**config.mk**
```make
export PLATFORM = sky130hd
export DESIGN_NAME = uart_core_cfg
export DESIGN_NICKNAME = d
export VERILOG_FILES = /design/src/rtl/uart_pkg.sv /design/src/rtl/uart_fifo_lvl.sv /design/src/rtl/uart_core_cfg.sv
export SDC_FILE = /design/constraint.sdc
export NUM_CORES = 1
export LEC_CHECK = 0
export ABC_AREA = 1
export CELL_PAD_IN_SITES_DETAIL_PLACEMENT = 2
export CELL_PAD_IN_SITES_GLOBAL_PLACEMENT = 2
export CORE_MARGIN = 8
export CORE_UTILIZATION = 42
export CTS_BUF_LIST = sky130_fd_sc_hd__clkbuf_4 sky130_fd_sc_hd__clkbuf_8 sky130_fd_sc_hd__clkbuf_16
export DETAILED_ROUTE_END_ITERATION = 10
export DONT_BUFFER_PORTS = 1
export PLACE_DENSITY_LB_ADDON = 0.1
export SETUP_SLACK_MARGIN = 0.4
export SYNTH_ARGS = -nofsm -noshare
export SYNTH_HDL_FRONTEND = slang
export SYNTH_SLANG_ARGS = --single-unit
```
**constraint.sdc**
```tcl
create_clock -name i_clk -period 4.5 [get_ports i_clk]
set_input_delay 0.675 -clock i_clk [delete_from_list [all_inputs] [get_ports i_clk]]
set_output_delay 0.675 -clock i_clk [all_outputs]
set_load 0.005 [all_outputs]
```
**src/rtl/uart_pkg.sv**
```systemverilog
// Shared types and constants for the configurable UART core.
// Parity encodings, tick counts per frame segment and the TX/RX state enums.
package uart_pkg;

    typedef enum logic [1:0] {
        PAR_NONE     = 2'b00,
        PAR_EVEN     = 2'b01,
        PAR_ODD      = 2'b10,
        PAR_NONE_ALT = 2'b11
    } parity_t;

    typedef enum logic [2:0] {
        TX_IDLE,
        TX_START,
        TX_DATA,
        TX_PARITY,
        TX_STOP
    } txState_t;

    typedef enum logic [2:0] {
        RX_IDLE,
        RX_START,
        RX_DATA,
        RX_PARITY,
        RX_STOP
    } rxState_t;

    localparam int TICKS_BIT      = 16;
    localparam int TICKS_STOP1    = 16;
    localparam int TICKS_STOP2    = 32;
    localparam int TICK_MID_START = 7;

    function automatic logic parityEnabled(input parity_t p);
        return (p == PAR_EVEN) || (p == PAR_ODD);
    endfunction

endpackage

```
**src/rtl/uart_fifo_lvl.sv**
```systemverilog
// First-word fall-through FIFO with an exact registered occupancy level.
// Data output reads 0 while empty.
module uart_fifo_lvl #(
    parameter int WIDTH  = 8,
    parameter int ADDR_W = 4
) (
    input  logic              i_clk,
    input  logic              i_reset,
    input  logic              i_wr,
    input  logic              i_rd,
    input  logic [WIDTH-1:0]  i_w_data,
    output logic [WIDTH-1:0]  o_r_data,
    output logic              o_full,
    output logic              o_empty,
    output logic [ADDR_W:0]   o_level
);

    localparam int DEPTH = 2 ** ADDR_W;

    logic [WIDTH-1:0]  r_mem [DEPTH];
    logic [ADDR_W-1:0] r_wrPtr;
    logic [ADDR_W-1:0] r_rdPtr;
    logic [ADDR_W:0]   r_level;
    logic              w_doWr;
    logic              w_doRd;

    assign o_empty  = (r_level == '0);
    assign o_full   = (r_level == (ADDR_W+1)'(DEPTH));
    assign o_level  = r_level;
    assign o_r_data = o_empty ? '0 : r_mem[r_rdPtr];

    // A read frees a slot in the same cycle, so full+rd+wr performs both.
    assign w_doRd = i_rd && !o_empty;
    assign w_doWr = i_wr && (!o_full || w_doRd);

    always_ff @(posedge i_clk) begin
        if (w_doWr) begin
            r_mem[r_wrPtr] <= i_w_data;
        end
    end

    always_ff @(posedge i_clk) begin
        if (i_reset) begin
            r_wrPtr <= '0;
            r_rdPtr <= '0;
            r_level <= '0;
        end else begin
            if (w_doWr) begin
                r_wrPtr <= r_wrPtr + ADDR_W'(1);
            end
            if (w_doRd) begin
                r_rdPtr <= r_rdPtr + ADDR_W'(1);
            end
            case ({w_doWr, w_doRd})
                2'b10:   r_level <= r_level + (ADDR_W+1)'(1);
                2'b01:   r_level <= r_level - (ADDR_W+1)'(1);
                default: r_level <= r_level;
            endcase
        end
    end

endmodule

```
**src/rtl/uart_core_cfg.sv**
```systemverilog
// Runtime-configurable UART core: baud generator, TX/RX FSMs and two level FIFOs.
// Optional internal loopback (i_loopback port) is enabled by defining UART_LOOPBACK_EN.
module uart_core_cfg
    import uart_pkg::*;
#(
    parameter int DBIT   = 8,
    parameter int FIFO_W = 4,
    parameter int DVSR_W = 16
) (
    input  logic              i_clk,
    input  logic              i_reset,
    input  logic [DVSR_W-1:0] i_dvsr,
    input  logic [1:0]        i_parity,
    input  logic              i_stop2,
    input  logic              i_wr_uart,
    input  logic [DBIT-1:0]   i_w_data,
    input  logic              i_rd_uart,
    input  logic              i_clr_err,
    input  logic              i_rx,
`ifdef UART_LOOPBACK_EN
    input  logic              i_loopback,
`endif
    output logic              o_tx,
    output logic              o_tx_full,
    output logic [FIFO_W:0]   o_tx_level,
    output logic              o_rx_empty,
    output logic [FIFO_W:0]   o_rx_level,
    output logic [DBIT-1:0]   o_r_data,
    output logic              o_r_perr,
    output logic              o_r_ferr,
    output logic              o_rx_overrun,
    output logic              o_tx_done_tick,
    output logic              o_rx_done_tick
);

    localparam int BIT_W = (DBIT > 1) ? $clog2(DBIT) : 1;

    logic [DVSR_W-1:0] r_dvsr;
    logic [DVSR_W-1:0] r_baudCnt;
    logic [DVSR_W-1:0] w_dvsrEff;
    logic              w_tick;

    txState_t          r_txState, w_txStateNext;
    logic [4:0]        r_txTicks, w_txTicksNext;
    logic [BIT_W-1:0]  r_txBitIdx, w_txBitIdxNext;
    logic [DBIT-1:0]   r_txShift, w_txShiftNext;
    parity_t           r_txParity, w_txParityNext;
    logic              r_txParBit, w_txParBitNext;
    logic              r_txStop2, w_txStop2Next;
    logic              r_txReg, w_txNext;
    logic              r_txDone, w_txDoneNext;
    logic              w_txPop;
    logic              w_txEmpty;
    logic [DBIT-1:0]   w_txHead;
    logic [4:0]        w_txStopLast;

    logic              r_rxSync1, r_rxSync2, r_rxPrev;
    logic              w_rxIn;
    rxState_t          r_rxState, w_rxStateNext;
    logic [4:0]        r_rxTicks, w_rxTicksNext;
    logic [BIT_W-1:0]  r_rxBitIdx, w_rxBitIdxNext;
    logic [DBIT-1:0]   r_rxShift, w_rxShiftNext;
    parity_t           r_rxParity, w_rxParityNext;
    logic              r_rxStop2, w_rxStop2Next;
    logic              r_rxPerr, w_rxPerrNext;
    logic              r_rxFerr, w_rxFerrNext;
    logic              r_rxDone;
    logic              w_rxWr;
    logic              w_rxFull;
    logic              w_rxDrop;
    logic              r_overrun;
    logic [DBIT+1:0]   w_rxHead;
    logic [4:0]        w_rxStopLast;

    // The divisor is only picked up while both directions are idle.
    assign w_dvsrEff = (r_dvsr == '0) ? DVSR_W'(1) : r_dvsr;
    assign w_tick    = (r_baudCnt >= w_dvsrEff - DVSR_W'(1));

    always_ff @(posedge i_clk) begin
        if (i_reset) begin
            r_dvsr    <= '0;
            r_baudCnt <= '0;
        end else begin
            if (r_txState == TX_IDLE && r_rxState == RX_IDLE) begin
                r_dvsr <= i_dvsr;
            end
            r_baudCnt <= w_tick ? '0 : r_baudCnt + DVSR_W'(1);
        end
    end

    uart_fifo_lvl #(.WIDTH(DBIT), .ADDR_W(FIFO_W)) u_txFifo (
        .i_clk    (i_clk),
        .i_reset  (i_reset),
        .i_wr     (i_wr_uart),
        .i_rd     (w_txPop),
        .i_w_data (i_w_data),
        .o_r_data (w_txHead),
        .o_full   (o_tx_full),
        .o_empty  (w_txEmpty),
        .o_level  (o_tx_level)
    );

    assign w_txStopLast = r_txStop2 ? 5'(TICKS_STOP2 - 1) : 5'(TICKS_STOP1 - 1);

    always_ff @(posedge i_clk) begin
        if (i_reset) begin
            r_txState  <= TX_IDLE;
            r_txTicks  <= '0;
            r_txBitIdx <= '0;
            r_txShift  <= '0;
            r_txParity <= PAR_NONE;
            r_txParBit <= 1'b0;
            r_txStop2  <= 1'b0;
            r_txReg    <= 1'b1;
            r_txDone   <= 1'b0;
        end else begin
            r_txState  <= w_txStateNext;
            r_txTicks  <= w_txTicksNext;
            r_txBitIdx <= w_txBitIdxNext;
            r_txShift  <= w_txShiftNext;
            r_txParity <= w_txParityNext;
            r_txParBit <= w_txParBitNext;
            r_txStop2  <= w_txStop2Next;
            r_txReg    <= w_txNext;
            r_txDone   <= w_txDoneNext;
        end
    end

    // The serial level is derived from the next state so o_tx changes with the state.
    always_comb begin
        w_txStateNext  = r_txState;
        w_txTicksNext  = r_txTicks;
        w_txBitIdxNext = r_txBitIdx;
        w_txShiftNext  = r_txShift;
        w_txParityNext = r_txParity;
        w_txParBitNext = r_txParBit;
        w_txStop2Next  = r_txStop2;
        w_txPop        = 1'b0;
        w_txDoneNext   = 1'b0;
        w_txNext       = 1'b1;
        case (r_txState)
            TX_IDLE: begin
                if (!w_txEmpty) begin
                    w_txPop        = 1'b1;
                    w_txShiftNext  = w_txHead;
                    w_txParityNext = parity_t'(i_parity);
                    w_txParBitNext = (parity_t'(i_parity) == PAR_ODD) ? ~^w_txHead : ^w_txHead;
                    w_txStop2Next  = i_stop2;
                    w_txTicksNext  = '0;
                    w_txStateNext  = TX_START;
                end
            end
            TX_START: begin
                if (w_tick) begin
                    if (r_txTicks == 5'(TICKS_BIT - 1)) begin
                        w_txTicksNext  = '0;
                        w_txBitIdxNext = '0;
                        w_txStateNext  = TX_DATA;
                    end else begin
                        w_txTicksNext = r_txTicks + 5'd1;
                    end
                end
            end
            TX_DATA: begin
                if (w_tick) begin
                    if (r_txTicks == 5'(TICKS_BIT - 1)) begin
                        w_txTicksNext = '0;
                        w_txShiftNext = r_txShift >> 1;
                        if (r_txBitIdx == BIT_W'(DBIT - 1)) begin
                            w_txStateNext = parityEnabled(r_txParity) ? TX_PARITY : TX_STOP;
                        end else begin
                            w_txBitIdxNext = r_txBitIdx + BIT_W'(1);
                        end
                    end else begin
                        w_txTicksNext = r_txTicks + 5'd1;
                    end
                end
            end
            TX_PARITY: begin
                if (w_tick) begin
                    if (r_txTicks == 5'(TICKS_BIT - 1)) begin
                        w_txTicksNext = '0;
                        w_txStateNext = TX_STOP;
                    end else begin
                        w_txTicksNext = r_txTicks + 5'd1;
                    end
                end
            end
            TX_STOP: begin
                if (w_tick) begin
                    if (r_txTicks == w_txStopLast) begin
                        w_txTicksNext = '0;
                        w_txDoneNext  = 1'b1;
                        w_txStateNext = TX_IDLE;
                    end else begin
                        w_txTicksNext = r_txTicks + 5'd1;
                    end
                end
            end
            default: w_txStateNext = TX_IDLE;
        endcase
        case (w_txStateNext)
            TX_START:  w_txNext = 1'b0;
            TX_DATA:   w_txNext = w_txShiftNext[0];
            TX_PARITY: w_txNext = w_txParBitNext;
            default:   w_txNext = 1'b1;
        endcase
    end

`ifdef UART_LOOPBACK_EN
    assign w_rxIn = i_loopback ? r_txReg : r_rxSync2;
    assign o_tx   = i_loopback ? 1'b1 : r_txReg;
`else
    assign w_rxIn = r_rxSync2;
    assign o_tx   = r_txReg;
`endif
    assign o_tx_done_tick = r_txDone;

    always_ff @(posedge i_clk) begin
        if (i_reset) begin
            r_rxSync1 <= 1'b1;
            r_rxSync2 <= 1'b1;
            r_rxPrev  <= 1'b1;
        end else begin
            r_rxSync1 <= i_rx;
            r_rxSync2 <= r_rxSync1;
            r_rxPrev  <= w_rxIn;
        end
    end

    assign w_rxStopLast = r_rxStop2 ? 5'(TICKS_STOP2 - 1) : 5'(TICKS_STOP1 - 1);

    always_ff @(posedge i_clk) begin
        if (i_reset) begin
            r_rxState  <= RX_IDLE;
            r_rxTicks  <= '0;
            r_rxBitIdx <= '0;
            r_rxShift  <= '0;
            r_rxParity <= PAR_NONE;
            r_rxStop2  <= 1'b0;
            r_rxPerr   <= 1'b0;
            r_rxFerr   <= 1'b0;
            r_rxDone   <= 1'b0;
        end else begin
            r_rxState  <= w_rxStateNext;
            r_rxTicks  <= w_rxTicksNext;
            r_rxBitIdx <= w_rxBitIdxNext;
            r_rxShift  <= w_rxShiftNext;
            r_rxParity <= w_rxParityNext;
            r_rxStop2  <= w_rxStop2Next;
            r_rxPerr   <= w_rxPerrNext;
            r_rxFerr   <= w_rxFerrNext;
            r_rxDone   <= w_rxWr;
        end
    end

    // Bits are sampled mid-slot: 8 ticks into the start bit, then every 16 ticks.
    always_comb begin
        w_rxStateNext  = r_rxState;
        w_rxTicksNext  = r_rxTicks;
        w_rxBitIdxNext = r_rxBitIdx;
        w_rxShiftNext  = r_rxShift;
        w_rxParityNext = r_rxParity;
        w_rxStop2Next  = r_rxStop2;
        w_rxPerrNext   = r_rxPerr;
        w_rxFerrNext   = r_rxFerr;
        w_rxWr         = 1'b0;
        case (r_rxState)
            RX_IDLE: begin
                if (r_rxPrev && !w_rxIn) begin
                    w_rxTicksNext  = '0;
                    w_rxParityNext = parity_t'(i_parity);
                    w_rxStop2Next  = i_stop2;
                    w_rxPerrNext   = 1'b0;
                    w_rxFerrNext   = 1'b0;
                    w_rxStateNext  = RX_START;
                end
            end
            RX_START: begin
                if (w_tick) begin
                    if (r_rxTicks == 5'(TICK_MID_START)) begin
                        w_rxTicksNext  = '0;
                        w_rxBitIdxNext = '0;
                        w_rxStateNext  = w_rxIn ? RX_IDLE : RX_DATA;
                    end else begin
                        w_rxTicksNext = r_rxTicks + 5'd1;
                    end
                end
            end
            RX_DATA: begin
                if (w_tick) begin
                    if (r_rxTicks == 5'(TICKS_BIT - 1)) begin
                        w_rxTicksNext = '0;
                        w_rxShiftNext = {w_rxIn, r_rxShift[DBIT-1:1]};
                        if (r_rxBitIdx == BIT_W'(DBIT - 1)) begin
                            w_rxStateNext = parityEnabled(r_rxParity) ? RX_PARITY : RX_STOP;
                        end else begin
                            w_rxBitIdxNext = r_rxBitIdx + BIT_W'(1);
                        end
                    end else begin
                        w_rxTicksNext = r_rxTicks + 5'd1;
                    end
                end
            end
            RX_PARITY: begin
                if (w_tick) begin
                    if (r_rxTicks == 5'(TICKS_BIT - 1)) begin
                        w_rxTicksNext = '0;
                        w_rxPerrNext  = w_rxIn != ((r_rxParity == PAR_ODD) ? ~^r_rxShift : ^r_rxShift);
                        w_rxStateNext = RX_STOP;
                    end else begin
                        w_rxTicksNext = r_rxTicks + 5'd1;
                    end
                end
            end
            RX_STOP: begin
                if (w_tick) begin
                    if (r_rxTicks == 5'(TICKS_BIT - 1)) begin
                        w_rxFerrNext = !w_rxIn;
                    end
                    if (r_rxTicks == w_rxStopLast) begin
                        w_rxTicksNext = '0;
                        w_rxWr        = 1'b1;
                        w_rxStateNext = RX_IDLE;
                    end else begin
                        w_rxTicksNext = r_rxTicks + 5'd1;
                    end
                end
            end
            default: w_rxStateNext = RX_IDLE;
        endcase
    end

    uart_fifo_lvl #(.WIDTH(DBIT + 2), .ADDR_W(FIFO_W)) u_rxFifo (
        .i_clk    (i_clk),
        .i_reset  (i_reset),
        .i_wr     (w_rxWr),
        .i_rd     (i_rd_uart),
        .i_w_data ({w_rxFerrNext, r_rxPerr, r_rxShift}),
        .o_r_data (w_rxHead),
        .o_full   (w_rxFull),
        .o_empty  (o_rx_empty),
        .o_level  (o_rx_level)
    );

    // A simultaneous pop makes room, so only an unserviced full FIFO drops the byte.
    assign w_rxDrop = w_rxWr && w_rxFull && !i_rd_uart;

    always_ff @(posedge i_clk) begin
        if (i_reset) begin
            r_overrun <= 1'b0;
        end else if (w_rxDrop) begin
            r_overrun <= 1'b1;
        end else if (i_clr_err) begin
            r_overrun <= 1'b0;
        end
    end

    assign o_r_data       = w_rxHead[DBIT-1:0];
    assign o_r_perr       = w_rxHead[DBIT];
    assign o_r_ferr       = w_rxHead[DBIT+1];
    assign o_rx_overrun   = r_overrun;
    assign o_rx_done_tick = r_rxDone;

endmodule

```
==> results.md, run 1 <==
* Status: finished, final reports clean
* Setup violators final at 0
* Port bufs at 0
* Post-synthesis cell count at 1814
* Hold path endpoint: r_txParBit$_SDFF_PP0_
* Net count reported at finish at 1928
* Setup TNS at 0 ps
* Start of the worst register-to-register path: r_dvsr[12]$_SDFFE_PP0P_
* CP delay by family, top: simple AND/OR/NAND/NOR gates
* Sink Count at 408
* Top cell type's share of synthesized area at 0.4815
* Drc violations at 0
* CTS Buf Count at 46
* First-pass GRT wire length at 88040 µm
* Die height at 222.8 µm
* Multiplexer area fraction after synthesis at 0
* Min Tclk post-route at 4106 ps
* Max-slew violation count at 0
* Fillcell total at 4355
* Net Count, Synth at 1894
* #FFs+latches synth at 408
* Area grow syn2layout at 14.08%
* Reg2Reg Setup Slack at 390 ps
* Inserted Diodes at 0
* Clock Path Buffers at 3
* Hold crit path type: input pin to flip-flop
* Multi-input logic area at 6188 µm²
* Iter 0 DRT Violations at 844
* Clock transition at the registers of the reported paths at 60 ps
* Leakage power at 7.755 nW
* Vias in the first global route at 15216
* RR Endpoint: u_rxFifo.o_level[4]$_SDFFE_PP0P_
* Initial antenna violation count at 1
* DP Wirelength at 37540 µm
* Die Span X at 222.8 µm
* CTS H-tree lvls at 2
* Initial Util at 0.4273
* XOR/XNOR Fraction of Synth Area at 0.01707
* Final Hold Vio Count at 0
* Post-synth EDFFs at 288
* Post-synth top cells: 314 x nand2_1, 288 x edfxtp_1, 267 x nor2_1
* Hold Crit Start: i_reset
* DR vias/cell at 5.597
* RSZ-0062 raised after global routing: false
* Congestion Overflow GR at 0
* Largest area contributor in the netlist: edfxtp_1
* Worst Setup End Kind: flip-flop
* Routed WL per cell at 23.98 µm
* CTS tree: yes
* DRT Pass-1 Iters at 5
* YS warnings at 0
* Relative slew slack at 0.2345
* Routed Antenna Nets at 0
* Largest net degree at the start of global routing at 81
* Setup crit start kind: flip-flop
* Hold Crit Depth at 1
* Post-Synth Adder-Cell Area at 0.03357
* Compound-cell area share of the yosys netlist at 0.1070
* Die footprint at 49640 µm²
* Final wirelength at 58090 µm
* IO Pins at 59
* Crit-path max FO at 5
* Hold_ws at 179.7 ps
* Synth area leaders: edfxtp_1 48%, dfxtp_1 13%, nand2_1 6.6%
* Synth Flop Type: edfxtp_1
* Worst clock skew at 14.85 ps
* Register area at 11080 µm²
* Critical path class: flip-flop to flip-flop
* Overall routing resource usage at 0.2275
* Synthesized area at 17960 µm²
* # Max-Cap Violations at 0
* Share of cells above drive strength 1 at 0.1179
* Slew @ Worst Pin at 1147 ps
* Final GP Congestion at 0.8327
* WP data required at 4960 ps
* Slowest-stage cell, CP: dfxtp_1
* Simple-gate share of the synthesized area at 0.1734
* Count leader, synth: nand2_1
* Register area share after synthesis at 0.6152
* Reg2Reg Depth at 26
* P per Cell Area at 535.8 nW/µm²
* Bufs and invs on worst path at 3
* Core area at 42040 µm²
* Max VDD drop at 320.8 µV
* Cts hold-fix bufs at 0
* Largest family of logic cells by synthesized area: simple AND/OR/NAND/NOR gates
* Synthesized area per cell at 9.902 µm²
* Yosys cell types at 46
* Clk_lat worst skew at 570 ps
* Tcrit/Tclk final at 0.9125
* Worst endpoint data arrival time at 4570 ps
* Standard-cell rows at 75
* CP peak stage delay at 500 ps
* Fraction of registers with async set/reset at 0
* Max Clock Freq at 243.5 MHz
* Detailed-route via count at 13556
* Root buf cell: clkbuf_16
[cell families after synthesis]
logic type | count (synthesis)
compound gates | 337
fa+ha+maj | 47
buf+inv | 234
simple gates | 753
flops | 408
xor+xnor | 35
[layer usage]
metal,track usage,wire length [µm],vias to the layer above
met5,0,11,-
met4,0.08093,1648,2
met3,0.03859,2707,106
met2,0.4064,29790,299
met1,0.2732,23930,6860
li1,-,-,6289
[worst max-delay path by stage]
stage | start | to | slack (ps) | cells after the start
floorplan | r_dvsr[4]$_SDFFE_PP0P_ | u_rxFifo.o_level[4]$_SDFFE_PP0P_ | 470 | 29
global placement | r_dvsr[4]$_SDFFE_PP0P_ | u_rxFifo.o_level[4]$_SDFFE_PP0P_ | 190 | 28
detailed placement | r_dvsr[4]$_SDFFE_PP0P_ | u_rxFifo.o_level[4]$_SDFFE_PP0P_ | -190 | 28
CTS | r_dvsr[4]$_SDFFE_PP0P_ | u_rxFifo.o_level[4]$_SDFFE_PP0P_ | 300 | 30
global route | r_dvsr[12]$_SDFFE_PP0P_ | u_rxFifo.o_level[4]$_SDFFE_PP0P_ | 150 | 26
finish | r_dvsr[12]$_SDFFE_PP0P_ | u_rxFifo.o_level[4]$_SDFFE_PP0P_ | 390 | 26
[sequential cells by signal (all words and copies together), names as in the netlist, 5 cells and up, named ones only]
| signal | count |
|---|---|
| u_rxFifo.r_mem | 160 |
| r_baudCnt | 16 |
| u_txFifo.o_level | 5 |
| r_txShift | 8 |
| u_txFifo.r_mem | 128 |
| u_rxFifo.o_level | 5 |
| r_rxTicks | 5 |
| r_dvsr | 16 |
| r_txTicks | 5 |
| r_rxShift | 8 |
[report_power, final]
part	total, mW	switching [mW]	internal, mW
Clock	3.65	1.54	2.11
Combinational	2.89	1.96	0.925
Sequential	4.44	0.213	4.23
[layout by cell type, fill, tap and decap left out, types with 29 or more instances in the layout]
master and n:
o221ai_1 29, ha_1 41, edfxtp_1 288, clkbuf_16 50, buf_4 55, inv_1 147, nand2_1 298, o21ai_0 163
nand3_1 125, dfxtp_1 108, a21oi_1 77, nor2_1 263
[through the flow]
stage	util	instances	power (mW)	instance area, µm²	setup WS [ps]
3_5_place_dp	0.4412	2315	7.011	18550	-186.1
3_3_place_gp	0.4412	2315	6.852	18550	193.8
6_report	0.4874	2422	10.98	20490	393.6
5_1_grt	0.4874	2422	11.55	20490	151.5
2_1_floorplan	-	1814	6.269	17970	473.1
4_1_cts	0.4797	2405	10.82	20170	301.5
[area by class of cell]
class | count | share of cell area
sequential | 408 | 0.5406
multi-input combinational | 1172 | 0.3020
clock buffer | 61 | 0.06570
tap | 539 | 0.03291
inverter | 161 | 0.02992
timing repair buffer | 59 | 0.02278
clock inverter | 22 | 0.006045
[what timing repair did]
action,in CTS,in global routing
gates resized for setup,29,49
pin swaps,8,24
setup endpoints to repair,231,236
setup buffers,7,17
No activity file was read; power rests on OpenSTA's default activity.
==> run 2: changes to the inputs <==
--- a/config.mk
+++ b/config.mk
@@ -6,13 +6,13 @@
 export NUM_CORES = 1
 export LEC_CHECK = 0
 export ABC_AREA = 1
+export BUFFER_PORTS_ARGS = -buffer_cell sky130_fd_sc_hd__buf_2
 export CELL_PAD_IN_SITES_DETAIL_PLACEMENT = 2
 export CELL_PAD_IN_SITES_GLOBAL_PLACEMENT = 2
 export CORE_MARGIN = 8
-export CORE_UTILIZATION = 42
+export CORE_UTILIZATION = 41
 export CTS_BUF_LIST = sky130_fd_sc_hd__clkbuf_4 sky130_fd_sc_hd__clkbuf_8 sky130_fd_sc_hd__clkbuf_16
 export DETAILED_ROUTE_END_ITERATION = 10
-export DONT_BUFFER_PORTS = 1
 export PLACE_DENSITY_LB_ADDON = 0.1
 export SETUP_SLACK_MARGIN = 0.4
 export SYNTH_ARGS = -nofsm -noshare
==> results.md, run 2 (same netlist as run 1, synthesis figures left out) <==
* Status: finished, final reports clean (unchanged)
* Root buf cell: clkbuf_16 (unchanged)
* Tcrit/Tclk final at 0.9092 (was 0.9125)
* Most frequent cells in the layout: 304 x nand2_1, 288 x edfxtp_1, 258 x nor2_1 (was 298 x nand2_1, 288 x edfxtp_1, 263 x nor2_1)
* CTS H-tree lvls at 2 (unchanged)
* Non-filler cells in the finished layout at 2529 (was 2422)
* Crit. Startpoint: r_dvsr[7]$_SDFFE_PP0P_ (was r_dvsr[12]$_SDFFE_PP0P_)
* Routed Antenna Nets at 0 (unchanged)
* Detailed-route via count at 13945 (was 13556)
* Critical path class: flip-flop to flip-flop (unchanged)
* DP Wirelength at 37840 µm (was 37540 µm)
* RSZ-0062 raised after global routing: true (was false)
* Final Total Pwr at 11.00 mW (was 10.98 mW)
* Worst clock skew at 24.41 ps (was 14.85 ps)
* Reg2Reg Depth at 29 (was 26)
* Largest net degree at the start of global routing at 81 (unchanged)
* Overall routing resource usage at 0.2299 (was 0.2275)
* Iter 0 DRT Violations at 733 (was 844)
* Leakage power at 8.019 nW (was 7.755 nW)
* IO Pins at 59 (unchanged)
* Final Hold Vio Count at 0 (unchanged)
* Slew @ Worst Pin at 1052 ps (was 1147 ps)
* Die footprint at 50760 µm² (was 49640 µm²)
* Largest Register: u_rxFifo.r_mem (unchanged)
* Routed length on met2 at 30200 µm (was 29790 µm)
* Most Frequent Cell on Critical Path: nand2_1
* Vias in the first global route at 15683 (was 15216)
* Highest Signal Layer: met4 (was met5)
* Max Clock Freq at 244.4 MHz (was 243.5 MHz)
* First-pass GRT wire length at 90380 µm (was 88040 µm)
* Hold Crit Depth at 2 (was 1)
* CTS Buf Count at 46 (unchanged)
* Net count reported at finish at 1990 (was 1928)
* Setup TNS at 0 ps (unchanged)
* Start of the worst register-to-register path: r_dvsr[7]$_SDFFE_PP0P_ (was r_dvsr[12]$_SDFFE_PP0P_)
* # Max-Cap Violations at 0 (unchanged)
* Sink Count at 408 (unchanged)
* Setup crit start kind: flip-flop (unchanged)
* Initial antenna violation count at 0 (was 1)
* Placed Cells at 2426 (was 2315)
* Core area at 43170 µm² (was 42040 µm²)
* Setup violators final at 0 (unchanged)
* DR vias/cell at 5.514 (was 5.597)
* Area grow syn2layout at 15.89% (was 14.08%)
* Die height at 225.3 µm (was 222.8 µm)
* CTS tree: yes (unchanged)
* Hold path endpoint: r_rxSync1$_SDFF_PP1_ (was r_txParBit$_SDFF_PP0_)
* Fillcell total at 4608 (was 4355)
* Standard-cell rows at 76 (was 75)
* Max VDD drop at 310.1 µV (was 320.8 µV)
* Final GP Congestion at 0.7796 (was 0.8327)
* Clock Path Buffers at 3 (unchanged)
* DR WL met3 at 2497 µm (was 2707 µm)
* Drc violations at 0 (unchanged)
* Clock transition at the registers of the reported paths at 60 ps (about the same)
* Routed WL per cell at 23.49 µm (was 23.98 µm)
* P per Cell Area at 528.3 nW/µm² (was 535.8 nW/µm²)
* Final wirelength at 59410 µm (was 58090 µm)
* Share of cells above drive strength 1 at 0.1415 (was 0.1179)
* Congestion Overflow GR at 0 (unchanged)
* DRT Pass-1 Iters at 5 (unchanged)
* Cts hold-fix bufs at 0 (unchanged)
* Die Span X at 225.3 µm (was 222.8 µm)
* Final Util at 0.4822 (was 0.4874)
* Top flop regs: u_rxFifo.r_mem (160), u_txFifo.r_mem (128) (unchanged)
* Slowest-stage cell, CP: dfxtp_2 (was dfxtp_1)
* Initial Util at 0.4161 (was 0.4273)
* Commonest non-fill, non-tap cell in the layout: nand2_1 (unchanged)
* RR Endpoint: u_rxFifo.o_level[4]$_SDFFE_PP0P_ (unchanged)
* Max-slew violation count at 0 (unchanged)
* Worst endpoint data arrival time at 4570 ps (about the same)
* Clk_lat worst skew at 590 ps (was 570 ps)
* CP peak stage delay at 340 ps (was 500 ps)
* Crit-path max FO at 4 (was 5)
* Post-Route M1 WL at 25050 µm (was 23930 µm)
* Reg2Reg Setup Slack at 410 ps (was 390 ps)
* Worst Setup End Kind: flip-flop (unchanged)
* WP data required at 4980 ps (was 4960 ps)
* Min Tclk post-route at 4091 ps (was 4106 ps)
* Hold Crit Start: i_rx (was i_reset)
* Largest register FFs at 160 (unchanged)
* Hold crit path type: input pin to flip-flop (unchanged)
* Inserted Diodes at 0 (unchanged)
* Port bufs at 58 (was 0)
* Relative slew slack at 0.2964 (was 0.2345)
run 2: cell count changes in the layout (fill, tap and decap cells not counted), sizes merged:
cell and change:
buf +62, clkbuf -6, clkinv +2, bufinv +3
inv +1, clkinvlp -1
run 2: layout make-up:
class,instances,area [µm²],share of cell area
multi-input combinational,1172,6137,0.2948
tap,585,732.0,0.03516
clock inverter,27,207.7,0.009978
inverter,161,609.3,0.02927
clock buffer,55,1242,0.05969
sequential,408,11070,0.5319
timing repair buffer,121,815.8,0.03919
run 2: report_power, final:
part | internal (mW) | switching, mW | leakage, nW
sequential | 4.23 | 0.194 | 3.62
clock | 2.13 | 1.57 | 0.712
combinational | 0.902 | 1.97 | 3.69
run 2: worst max-delay path, delay by kind of cell (launching register included):
kind	cells	cell delay [ps]
XOR/XNOR	1	150
AND/OR/NAND/NOR	20	2160
buffers and inverters	2	120
AO/OA/AOI/OAI	4	610
adder cells (fa/ha/maj)	2	590
flip-flops	1	340
run 2: how the worst max path moves through the flow:
stage	to	slack, ps	cells after the start
6_report	u_rxFifo.o_level[4]$_SDFFE_PP0P_	410	29
3_3_place_gp	u_rxFifo.o_level[4]$_SDFFE_PP0P_	200	28
3_5_place_dp	u_rxFifo.o_level[4]$_SDFFE_PP0P_	60	28
5_1_grt	u_rxFifo.o_level[4]$_SDFFE_PP0P_	120	28
2_1_floorplan	u_rxFifo.o_level[4]$_SDFFE_PP0P_	470	29
4_1_cts	u_rxFifo.o_level[4]$_SDFFE_PP0P_	260	29
run 2: what timing repair did:
| action | 4_1_cts | 5_1_grt |
|---|---|---|
| endpoints found under the setup margin | 215 | 234 |
| buffers inserted | 2 | 19 |
| pin swaps | 2 | 22 |
| resized for setup | 12 | 66 |
run 2: through the flow:
step,setup slack [ps],hold slack (ps),area [µm²]
3_3_place_gp,200.0,393.5,18950
5_1_grt,123.4,284.7,20820
2_1_floorplan,473.1,389.5,17970
3_5_place_dp,57.77,409.0,18950
6_report,408.7,304.3,20820
4_1_cts,264.4,269.2,20460
run 2: layer usage:
metal	global-route usage	vias to the layer above
met5	0	-
met4	0.07358	0
met3	0.04047	106
met2	0.4071	297
met1	0.2815	7133
li1	-	6409
==> run 3: changes to the inputs <==
--- a/config.mk
+++ b/config.mk
@@ -9,7 +9,6 @@
 export BUFFER_PORTS_ARGS = -buffer_cell sky130_fd_sc_hd__buf_2
 export CELL_PAD_IN_SITES_DETAIL_PLACEMENT = 2
 export CELL_PAD_IN_SITES_GLOBAL_PLACEMENT = 2
-export CORE_MARGIN = 8
 export CORE_UTILIZATION = 41
 export CTS_BUF_LIST = sky130_fd_sc_hd__clkbuf_4 sky130_fd_sc_hd__clkbuf_8 sky130_fd_sc_hd__clkbuf_16
 export DETAILED_ROUTE_END_ITERATION = 10
==> results.md, run 3 (same netlist as run 1, synthesis figures left out) <==
* Net count reported at finish at 1993 (was 1990)
* Die height at 211.3 µm (was 225.3 µm)
* Sink Count at 408 (unchanged)
* Share of cells above drive strength 1 at 0.1487 (was 0.1415)
* Hold path endpoint: r_rxSync1$_SDFF_PP1_ (unchanged)
* Leakage power at 8.112 nW (was 8.019 nW)
* Tcrit/Tclk final at 0.9115 (was 0.9092)
* Clock Path Buffers at 3 (unchanged)
* Top flop regs: u_rxFifo.r_mem (160), u_txFifo.r_mem (128) (unchanged)
* Setup violators final at 0 (unchanged)
* Largest net degree at the start of global routing at 64 (was 81)
* Start of the worst register-to-register path: r_dvsr[5]$_SDFFE_PP0P_ (was r_dvsr[7]$_SDFFE_PP0P_)
* Max VDD drop at 329.5 µV (was 310.1 µV)
* Crit-path max FO at 4 (unchanged)
* Overall routing resource usage at 0.2619 (was 0.2299)
* Hold_ws at 288.7 ps (was 304.3 ps)
* Setup crit start kind: flip-flop (unchanged)
* Drc violations at 0 (unchanged)
* Critical path class: flip-flop to flip-flop (unchanged)
* Initial Util at 0.4161 (unchanged)
* CTS Buf Count at 46 (unchanged)
* DP Wirelength at 36720 µm (was 37840 µm)
* Congestion Overflow GR at 0 (unchanged)
* Hold crit path type: input pin to flip-flop (unchanged)
* Standard-cell rows at 76 (unchanged)
* P per Cell Area at 541.6 nW/µm² (was 528.3 nW/µm²)
* Final wirelength at 59070 µm (was 59410 µm)
* Reg2Reg Depth at 28 (was 29)
* Final GP Congestion at 0.7664 (was 0.7796)
* DR vias/cell at 5.505 (was 5.514)
* Die Span X at 211.3 µm (was 225.3 µm)
* Most Frequent Cell on Critical Path: nand2_1 (unchanged)
* Min Tclk post-route at 4102 ps (was 4091 ps)
* First-pass GRT wire length at 88510 µm (was 90380 µm)
* IO Pins at 59 (unchanged)
* Port bufs at 58 (unchanged)
* Final Util at 0.4861 (was 0.4822)
* Vias in the first global route at 15179 (was 15683)
* Largest Register: u_rxFifo.r_mem (unchanged)
* Die footprint at 44650 µm² (was 50760 µm²)
* Worst clock skew at 21.97 ps (was 24.41 ps)
* Hold Crit Depth at 2 (unchanged)
* Final Hold Vio Count at 0 (unchanged)
* Worst Setup End Kind: flip-flop (unchanged)
* Routed Antenna Nets at 0 (unchanged)
* CTS tree: yes (unchanged)
* Most frequent cells in the layout: 300 x nand2_1, 288 x edfxtp_1, 261 x nor2_1 (was 304 x nand2_1, 288 x edfxtp_1, 258 x nor2_1)
* Clk_lat worst skew at 590 ps (about the same)
* WP data required at 4970 ps (was 4980 ps)
* Core area at 43170 µm² (unchanged)
* CTS H-tree lvls at 2 (unchanged)
* Detailed-route via count at 13954 (was 13945)
* Iter 0 DRT Violations at 782 (was 733)
* Area grow syn2layout at 16.84% (was 15.89%)
* CP delay by family, top: simple AND/OR/NAND/NOR gates (unchanged)
* DRT Pass-1 Iters at 5 (unchanged)
* Reg2Reg Setup Slack at 400 ps (was 410 ps)
* Max-slew violation count at 0 (unchanged)
* Status: finished, final reports clean (unchanged)
* RR Endpoint: u_rxFifo.o_level[4]$_SDFFE_PP0P_ (unchanged)
* Inserted Diodes at 0 (unchanged)
* DP Area at 18960 µm² (was 18950 µm²)
* Commonest non-fill, non-tap cell in the layout: nand2_1 (unchanged)
* Hold Crit Start: i_rx (unchanged)
* Root buf cell: clkbuf_16 (unchanged)
* Relative slew slack at 0.1958 (was 0.2964)
* # Max-Cap Violations at 0 (unchanged)
* RSZ-0062 raised after global routing: false (was true)
* Slowest-stage cell, CP: dfxtp_2 (unchanged)
* Routed WL per cell at 23.30 µm (was 23.49 µm)
* Worst endpoint data arrival time at 4570 ps (about the same)
* Clock transition at the registers of the reported paths at 60 ps (about the same)
* Final Instance Area at 20990 µm² (was 20820 µm²)
* Slew @ Worst Pin at 1202 ps (was 1052 ps)
* Initial antenna violation count at 0 (unchanged)
* Cts hold-fix bufs at 0 (unchanged)
* CP peak stage delay at 380 ps (was 340 ps)
* Max Clock Freq at 243.8 MHz (was 244.4 MHz)
* Bufs and invs on worst path at 3 (was 2)
* Largest register FFs at 160 (unchanged)
## run 3: changes by cell type in the layout (fill, tap and decap cells not counted), sizes merged
cell,before,now
clkbuf,55,64
clkinv,22,15
bufinv,3,6
buf,121,123
clkinvlp,3,1
nor2,274,275
## run 3: worst max path at each step
stage	startpoint	end	depth (start not counted)
finish	r_dvsr[5]$_SDFFE_PP0P_	u_rxFifo.o_level[4]$_SDFFE_PP0P_	28
global route	r_dvsr[5]$_SDFFE_PP0P_	u_rxFifo.o_level[4]$_SDFFE_PP0P_	28
CTS	r_dvsr[5]$_SDFFE_PP0P_	u_rxFifo.o_level[4]$_SDFFE_PP0P_	29
detailed placement	r_dvsr[2]$_SDFFE_PP0P_	u_rxFifo.o_level[4]$_SDFFE_PP0P_	28
global placement	r_dvsr[5]$_SDFFE_PP0P_	u_rxFifo.o_level[4]$_SDFFE_PP0P_	28
floorplan	r_dvsr[4]$_SDFFE_PP0P_	u_rxFifo.o_level[4]$_SDFFE_PP0P_	29
## run 3: per-stage QoR
step                      total power, mW  cells  worst slack, ps  TNS (ps)
after floorplan                     6.269   1814            473.1         0
after global placement              6.908   2424            128.1         0
after detailed placement            7.056   2424           -49.80    -49.80
after CTS                           11.13   2515            380.7         0
after global routing                11.93   2535            218.4         0
final                               11.37   2535            398.1         0
## run 3: worst register-to-register path, delay by kind of cell, from the launching register on
| family | cells | cell delay (ps) |
|---|---|---|
| AOI/OAI and AO/OA | 6 | 990 |
| adders and majority gates | 3 | 730 |
| and+or+nand+nor | 15 | 1420 |
| xor gates and xnor gates | 1 | 150 |
| buffers and inverters | 3 | 290 |
| DFF | 1 | 380 |
## run 3: report_power, final
part | leakage, nW | switching (mW) | internal, mW
Sequential | 3.62 | 0.209 | 4.23
Combinational | 3.70 | 2.00 | 0.995
Clock | 0.794 | 1.55 | 2.39
## run 3: final cells by class
class	count	area, µm²
multi-input cells	1173	6188
well taps	585	732.0
clock buffers	64	1316
clock inverters	21	256.5
flip-flops and latches	408	11070
fillers	4495	22180
repair buffers	123	810.8
inverters	161	609.3
## run 3: layer usage
metal / GRT usage / share of wire
met1: 0.3364 / 0.43
met2: 0.4577 / 0.50
met4: 0.07196 / 0.024
met5: 0 / 0
met3: 0.03976 / 0.044
## run 3: timing repair
| action | in CTS | in global routing |
|---|---|---|
| resized for setup | 17 | 55 |
| pin swaps | 7 | 20 |
| setup buffers | 6 | 19 |
| hold endpoints to repair | 0 | 0 |
| cloned | 0 | 1 |
| endpoints found under the setup margin | 224 | 226 |
